`src/rtl/fetch_unit.sv`:
```
// RV32 instruction fetch stage: one outstanding imem request, predictor-steered
// next PC, and a small registered FIFO toward decode that is flushed on redirect.
module fetch_unit #(
  parameter logic [31:0] RESET_PC   = 32'h0000_0000,
  parameter int          FIFO_DEPTH = 2
) (
  input  logic        clk,
  input  logic        rst_n,
  output logic        imem_req_valid,
  input  logic        imem_req_ready,
  output logic [31:0] imem_req_addr,
  input  logic        imem_resp_valid,
  input  logic [31:0] imem_resp_data,
  output logic [31:0] pred_instr,
  output logic [31:0] pred_pc,
  input  logic [31:0] pred_next_pc,
  input  logic        redirect_valid,
  input  logic [31:0] redirect_pc,
  output logic        dec_valid,
  input  logic        dec_ready,
  output logic [31:0] dec_instr,
  output logic [31:0] dec_pc,
  output logic [31:0] dec_pred_pc
);

  localparam int PTR_W = (FIFO_DEPTH > 1) ? $clog2(FIFO_DEPTH) : 1;
  localparam int CNT_W = PTR_W + 1;
  localparam logic [CNT_W-1:0] DEPTH_C = CNT_W'(FIFO_DEPTH);
  localparam logic [31:0] ALIGN_MASK = 32'hFFFF_FFFC;

  typedef enum logic [1:0] {REQ, WAIT, DROP} state_t;

  state_t            state_reg, state_next;
  logic [31:0]       pc_reg, pc_next;
  logic [31:0]       instr_mem [FIFO_DEPTH];
  logic [31:0]       pc_mem    [FIFO_DEPTH];
  logic [31:0]       pred_mem  [FIFO_DEPTH];
  logic [PTR_W-1:0]  wr_ptr_reg, rd_ptr_reg;
  logic [CNT_W-1:0]  count_reg;
  logic [CNT_W-1:0]  count_plus;
  logic              resp_take, push, pop, credit, handshake;
  logic [31:0]       next_fetch;

  assign resp_take  = (state_reg == WAIT) && imem_resp_valid;
  assign pop        = dec_valid && dec_ready;
  assign push       = resp_take && !redirect_valid;
  // Credit sees this cycle's pop and the push of a landing response, so a
  // back-to-back request is only issued when its result is sure to fit.
  assign count_plus = count_reg - CNT_W'(pop) + CNT_W'(resp_take);
  assign credit     = count_plus < DEPTH_C;
  assign next_fetch = pred_next_pc & ALIGN_MASK;

  assign imem_req_valid = rst_n && credit &&
                          ((state_reg == REQ) || resp_take);
  assign imem_req_addr  = resp_take ? next_fetch : pc_reg;
  assign handshake      = imem_req_valid && imem_req_ready;

  // The predictor only sees a live instruction while a response can land.
  assign pred_instr = (state_reg == WAIT) ? imem_resp_data : '0;
  assign pred_pc    = (state_reg == WAIT) ? pc_reg : '0;

  always_comb begin
    state_next = state_reg;
    pc_next    = pc_reg;
    case (state_reg)
      REQ:  if (handshake) state_next = WAIT;
      WAIT: begin
        if (imem_resp_valid) begin
          pc_next    = next_fetch;
          state_next = handshake ? WAIT : REQ;
        end
      end
      DROP: if (imem_resp_valid) state_next = REQ;
      default: state_next = REQ;
    endcase
    if (redirect_valid) begin
      pc_next = redirect_pc & ALIGN_MASK;
      if (handshake)                 state_next = DROP;
      else if (state_reg == REQ)     state_next = REQ;
      else if (imem_resp_valid)      state_next = REQ;
      else                           state_next = DROP;
    end
  end

  always_ff @(posedge clk or negedge rst_n) begin
    if (!rst_n) begin
      state_reg  <= REQ;
      pc_reg     <= RESET_PC & ALIGN_MASK;
      wr_ptr_reg <= '0;
      rd_ptr_reg <= '0;
      count_reg  <= '0;
    end else begin
      state_reg <= state_next;
      pc_reg    <= pc_next;
      if (redirect_valid) begin
        wr_ptr_reg <= '0;
        rd_ptr_reg <= '0;
        count_reg  <= '0;
      end else begin
        if (push) wr_ptr_reg <= wr_ptr_reg + 1'b1;
        if (pop)  rd_ptr_reg <= rd_ptr_reg + 1'b1;
        count_reg <= count_reg - CNT_W'(pop) + CNT_W'(push);
      end
    end
  end

  always_ff @(posedge clk) begin
    if (push) begin
      instr_mem[wr_ptr_reg] <= imem_resp_data;
      pc_mem[wr_ptr_reg]    <= pc_reg;
      pred_mem[wr_ptr_reg]  <= next_fetch;
    end
  end

  assign dec_valid   = (count_reg != '0);
  assign dec_instr   = dec_valid ? instr_mem[rd_ptr_reg] : '0;
  assign dec_pc      = dec_valid ? pc_mem[rd_ptr_reg]    : '0;
  assign dec_pred_pc = dec_valid ? pred_mem[rd_ptr_reg]  : '0;

endmodule

```
`config.mk`:
```
export PLATFORM = sky130hd
export DESIGN_NAME = fetch_unit
export DESIGN_NICKNAME = d
export VERILOG_FILES = /design/src/rtl/fetch_unit.sv
export SDC_FILE = /design/constraint.sdc
export NUM_CORES = 1
export LEC_CHECK = 0
export BUFFER_PORTS_ARGS = -buffer_cell sky130_fd_sc_hd__buf_2
export CAP_MARGIN = 25
export CORE_MARGIN = 4
export CORE_UTILIZATION = 39
export CTS_CLUSTER_DIAMETER = 200
export CTS_CLUSTER_SIZE = 24
export DETAILED_ROUTE_END_ITERATION = 6
export PLACE_DENSITY = 0.72
export SYNTH_ARGS = -nofsm -noshare
export SYNTH_HDL_FRONTEND = slang
export SYNTH_SLANG_ARGS = --single-unit
```
`constraint.sdc`:
```
create_clock -name clk -period 13.5 [get_ports clk]
set_input_delay 1.35 -clock clk [delete_from_list [all_inputs] [get_ports clk]]
set_output_delay 1.35 -clock clk [all_outputs]
set_load 0.03 [all_outputs]
```
; ---- After elaboration in Yosys (flattened, before gate mapping)
; Memories as Yosys holds them, arrays and structs flattened.
; Cells that the tools add are included.
; W data, S select, Z words.
[word_totals]
register_bits = 38
mem_bits_rw = 188
in_bits = 102
word_cells = 60
memories = 3
[op_classes]
n_addsub = 5
magnitude_cmp = 1
eq_ne = 5
mux = 25
reduce_logical = 16
[mem_list]
columns = name, words, width, rd, rd_ports_with_merged_regs, write_ports, line
row1 = instr_mem, 2, 32, 1, 0, 1, 35  ; logic [31:0] instr_mem [FIFO_DEPTH];
row2 = pc_mem, 2, 32, 1, 0, 1, 36  ; logic [31:0] pc_mem [FIFO_DEPTH];
row3 = pred_mem, 2, 30, 1, 0, 1, 37  ; logic [31:0] pred_mem [FIFO_DEPTH];
[op_table]
columns = cell, count
row1 = $mux W32, 9
row2 = $mux W2, 8
row3 = $reduce_bool A2 Y1, 5
row4 = $ne A3 B3 Y1 const B, 3
row5 = $mux W1, 7
row6 = $logic_and A1 B1 Y1, 6
row7 = $pmux W2 S3, 1
row8 = $add A2 B1 Y2, 2
row9 = $reduce_and A3 Y1, 1
row10 = $add A1 B1 Y1 const B, 2
row11 = $eq A2 B1 Y1 const B, 1
row12 = $eq A2 B2 Y1 const B, 1
row13 = $logic_not A2 Y1, 1
row14 = $lt A2 B2 Y1 const B, 1
row15 = $reduce_and A2 Y1, 1
row16 = $sub A2 B1 Y2, 1
row17 = $logic_not A1 Y1, 1
row18 = $logic_or A1 B1 Y1, 1

; ---- Logic depth before layout (Yosys ltp)
[depth]
depth_word = 12
ltp_mapped = 7

; ---- Worst setup path before layout
; No wires, ideal clock.
[synth_path]
kind = input to register
start = in imem_resp_valid
end = mem instr_mem[0][0] (enable)
setup_ns = 0.656
arrival_time_ns = 7.860
required_time_ns = 12.844
setup_slack_ns = 4.984
path_stages = 3
path_buffers = 1
path_cell_list = nand3b_4 buf_6 nor3_1
[synth_via]
elab_chain_cells = 4
[synth_lines]
columns = item, line
row1 = start: declaration, 12  ; input logic imem_resp_valid,
row2 = $logic_and A1 B1 Y1, 44  ; assign resp_take = (state_reg == WAIT) && imem_resp_valid;
row3 = $logic_and A1 B1 Y1, 46  ; assign push = resp_take && !redirect_valid;
row4 = $mux W1, 108  ; if (push) begin
row5 = $mux W1 (not written as such), 109  ; instr_mem[wr_ptr_reg] <= imem_resp_data;
row6 = end: declaration, 35
; Every way passes these cells.

; ---- Worst setup path after layout
[layout_path]
start = reg rd_ptr_reg
end = out dec_pred_pc[11]
[layout_via]
elab_chain_cells = 2
[layout_lines]
columns = item, line
row1 = start: declaration, 38  ; logic [PTR_W-1:0] wr_ptr_reg, rd_ptr_reg;
row2 = start signal: assignment, 101  ; if (pop) rd_ptr_reg <= rd_ptr_reg + 1'b1;
row3 = $mem_v2 Z2 W30, n/a
row4 = $mux W32, 118  ; assign dec_pred_pc = dec_valid ? pred_mem[rd_ptr_reg] : '0;
row5 = end: declaration, 23  ; output logic [31:0] dec_pred_pc
; Every way passes these cells.

==> qor.yml <==
sta:
  rsz0062_at_grt: "false"
  setup_viol: 0
  worst_slack_ps: 9250
  max_slew_margin_pct: 31.3
  fin_worst_skew_ps: 23.4
  drv_slew: 0
  tightest_slew_ps: 1030
  max_freq_mhz: 235
  setup_tns_ps: 0
  finalHoldViolCount: 0
  period_share_pct: 31.5
  fin_crit_ps: 4250
worst_setup_path:
  worstPathArrival_ps: 2900
  cp_max_fo: 54
  crit_required_ps: 12150
  crit_path_max_incr_delay_ps: 1130
  cp-end-kind: "output pin"
  path_cells: "buf_4 -> mux2i_1 -> nor2_1 -> buf_2"
  critPathLaunchType: "flip-flop"
  slowest_stage: "dfrtp_4"
  critical_path_class: "reg -> out"
clock_network:
  post_cts_buffers: 0
  cts-root-buf: "clkbuf_16"
  cts-buffers-inserted: 13
  clock_latency_ps: 460
  ctsResizeCount: 0
  cts_sinks: 220
  cts.clk_slew.worst_paths_ps: 90
  hold_buffers: 0
  cts_max_level: 1
  cts_tree: "done"
  clock_path_buffers: 3
yosys:
  synth_most_common_cell: "edfxtp_1"
  async_flop_share_pct: 16.4
  synth_edf_count: 184
  yosysTopAreaCellShare_pct: 59.2
  dominantRegCellSynth: "edfxtp_1"
  yosysWarnings: 0
  netlist_area_mm2: 0.00933
  post-synth-top-area-cell: "edfxtp_1"
  ys_seq_area_share_pct: 68.9
  synth.avg_cell_area_um2: 15.4
  synth_common_cells: "edfxtp_1 (184), nor2_1 (98), mux2i_1 (92)"
  synth.distinct_cells: 28
  yosys_register_bits: 220
  netlist_instances: 607
  yosys-top-cells-area: "edfxtp_1 (59%), mux2i_1 (9.9%), dfrtp_1 (9.7%), mux2_4 (4.3%), and2_1 (4.2%)"
place:
  hpwl_um: 13800
  post-place-ws_ps: 9170
  gp_congestion: 0.730
  port_buffers: 283
route:
  via_per_inst: 4.69
  drt_wl_total_um: 21000
  antenna_left: 0
  drt_iter0_drc: 260
  post-route-drc-count: 0
  post_drt_wl_per_cell_um: 17.4
  first_pass_iters: 4
  vias: 5640
grt:
  grt_pass1_vias: 5691
  grt_pass1_wl_um: 32100
  grtUsageTotal_pct: 15.3
  overflow: 0
  grt_max_degree: 66
  antenna_found_initial: 0
die:
  die_h_um: 163
  die_w_um: 163
  io_pins: 296
  initial_utilization_pct: 39.8
  rows: 56
  core_mm2: 0.0235
  dieArea_mm2: 0.0265
final_layout:
  drive_gt1_share_pct: 42.0
  reg.largest.list: "instr_mem x64, pc_mem x60, pred_mem x60"
  largest_reg_flops: 64
  fill_cells: 2051
  top_register: "instr_mem"
  area_delta_synth_final_pct: 22.5
  diodes: 0
  fin_nets: 982
outcome:
  status: "finished clean"
power_and_ir_drop:
  ir_drop_mv: 0.117
  power_density_mw_per_mm2: 193
  p_leak_nw: 4.75
  power.total_mw: 2.20
hold_path:
  hp-class: "reg -> reg"
flow_run:
  maxCapViolations: 0
report_power, final:
group	leakage, nW	switching, mW	internal, mW
registers	2.09	0.0620	0.790
clock network	0.178	0.210	0.185
logic	2.48	0.650	0.308
logic make-up after synthesis:
logic type                 count (synthesis)  synth area share (%)
buffers and inverters                     47                  2.60
adders and majority gates                  2                 0.268
other                                      1                0.0402
DFF                                      220                  68.9
xor gates and xnor gates                   5                 0.469
AOI/OAI and AO/OA                          6                 0.483
muxes                                    152                  18.2
and+or+nand+nor                          174                  9.08
metrics by stage:
step | instance area [um^2] | hold slack (ps) | std cells | util (%)
floorplan | 9360 | 450 | 614 | -
global placement | 11000 | 475 | 1181 | 47.0
detailed placement | 11100 | 488 | 1182 | 47.1
CTS | 11400 | 493 | 1203 | 48.7
global route | 11400 | 500 | 1203 | 48.7
finish | 11400 | 490 | 1203 | 48.7
metal layers:
layer  GRT usage (%)  wire [um]  share of wire, %
met1            19.8       8690                41
met2            26.6      10500                50
met4            2.29        241               1.1
met5               0          0                 0
met3            3.95       1550               7.4
cells in the final DEF, fill, tap and decap left out, types with 5 or more instances in the layout:
cell / synthesis / layout
buf_2: 11 / 283
nor2_1: 98 / 97
conb_1: 1 / 8
mux2_4: 27 / 27
clkbuf_1: 20 / 7
dfrtp_1: 36 / 35
mux2i_1: 92 / 92
inv_1: 5 / 5
buf_4: 8 / 7
edfxtp_1: 184 / 184
clkbuf_16: 0 / 13
mux2_2: 33 / 33
and2_1: 63 / 62
layout make-up:
| type | instances | area, um^2 | area share, % |
|---|---|---|---|
| Clock buffer | 20 | 352 | 3.08 |
| Timing Repair Buffer | 291 | 1500 | 13.1 |
| Multi-Input combinational cell | 347 | 2710 | 23.7 |
| Sequential cell | 220 | 6430 | 56.3 |
| Inverter | 5 | 18.8 | 0.164 |
| Tap cell | 319 | 399 | 3.49 |
| Clock inverter | 1 | 20.0 | 0.175 |
worst max-delay path: cells and delay by family, from the launching register on:
kind | cells | cell delay, ps
simple gates | 1 | 70
buf+inv | 2 | 950
mux | 1 | 260
flops | 1 | 1130
path summary, 6_finish.rpt:
check	start	endpoint	slack, ps	cells past startpoint
worst max-delay path	rd_ptr_reg$_DFFE_PN0P_	dec_pred_pc[11]	9250	4
worst min-delay path	pc_reg[29]$_DFFE_PN0P_	pc_mem[1][29]$_DFFE_PP_	490	0
worst max register to register	state_reg[1]$_DFFE_PN0P_	pred_mem[1][28]$_DFFE_PP_	10230	4
worst min register to register	pc_reg[29]$_DFFE_PN0P_	pc_mem[1][29]$_DFFE_PP_	490	0
max in group asynchronous	rst_n	rd_ptr_reg$_DFFE_PN0P_	12070	2
min in group asynchronous	rst_n	pc_reg[19]$_DFFE_PN0P_	950	2
(Power assumes the default switching activity.)
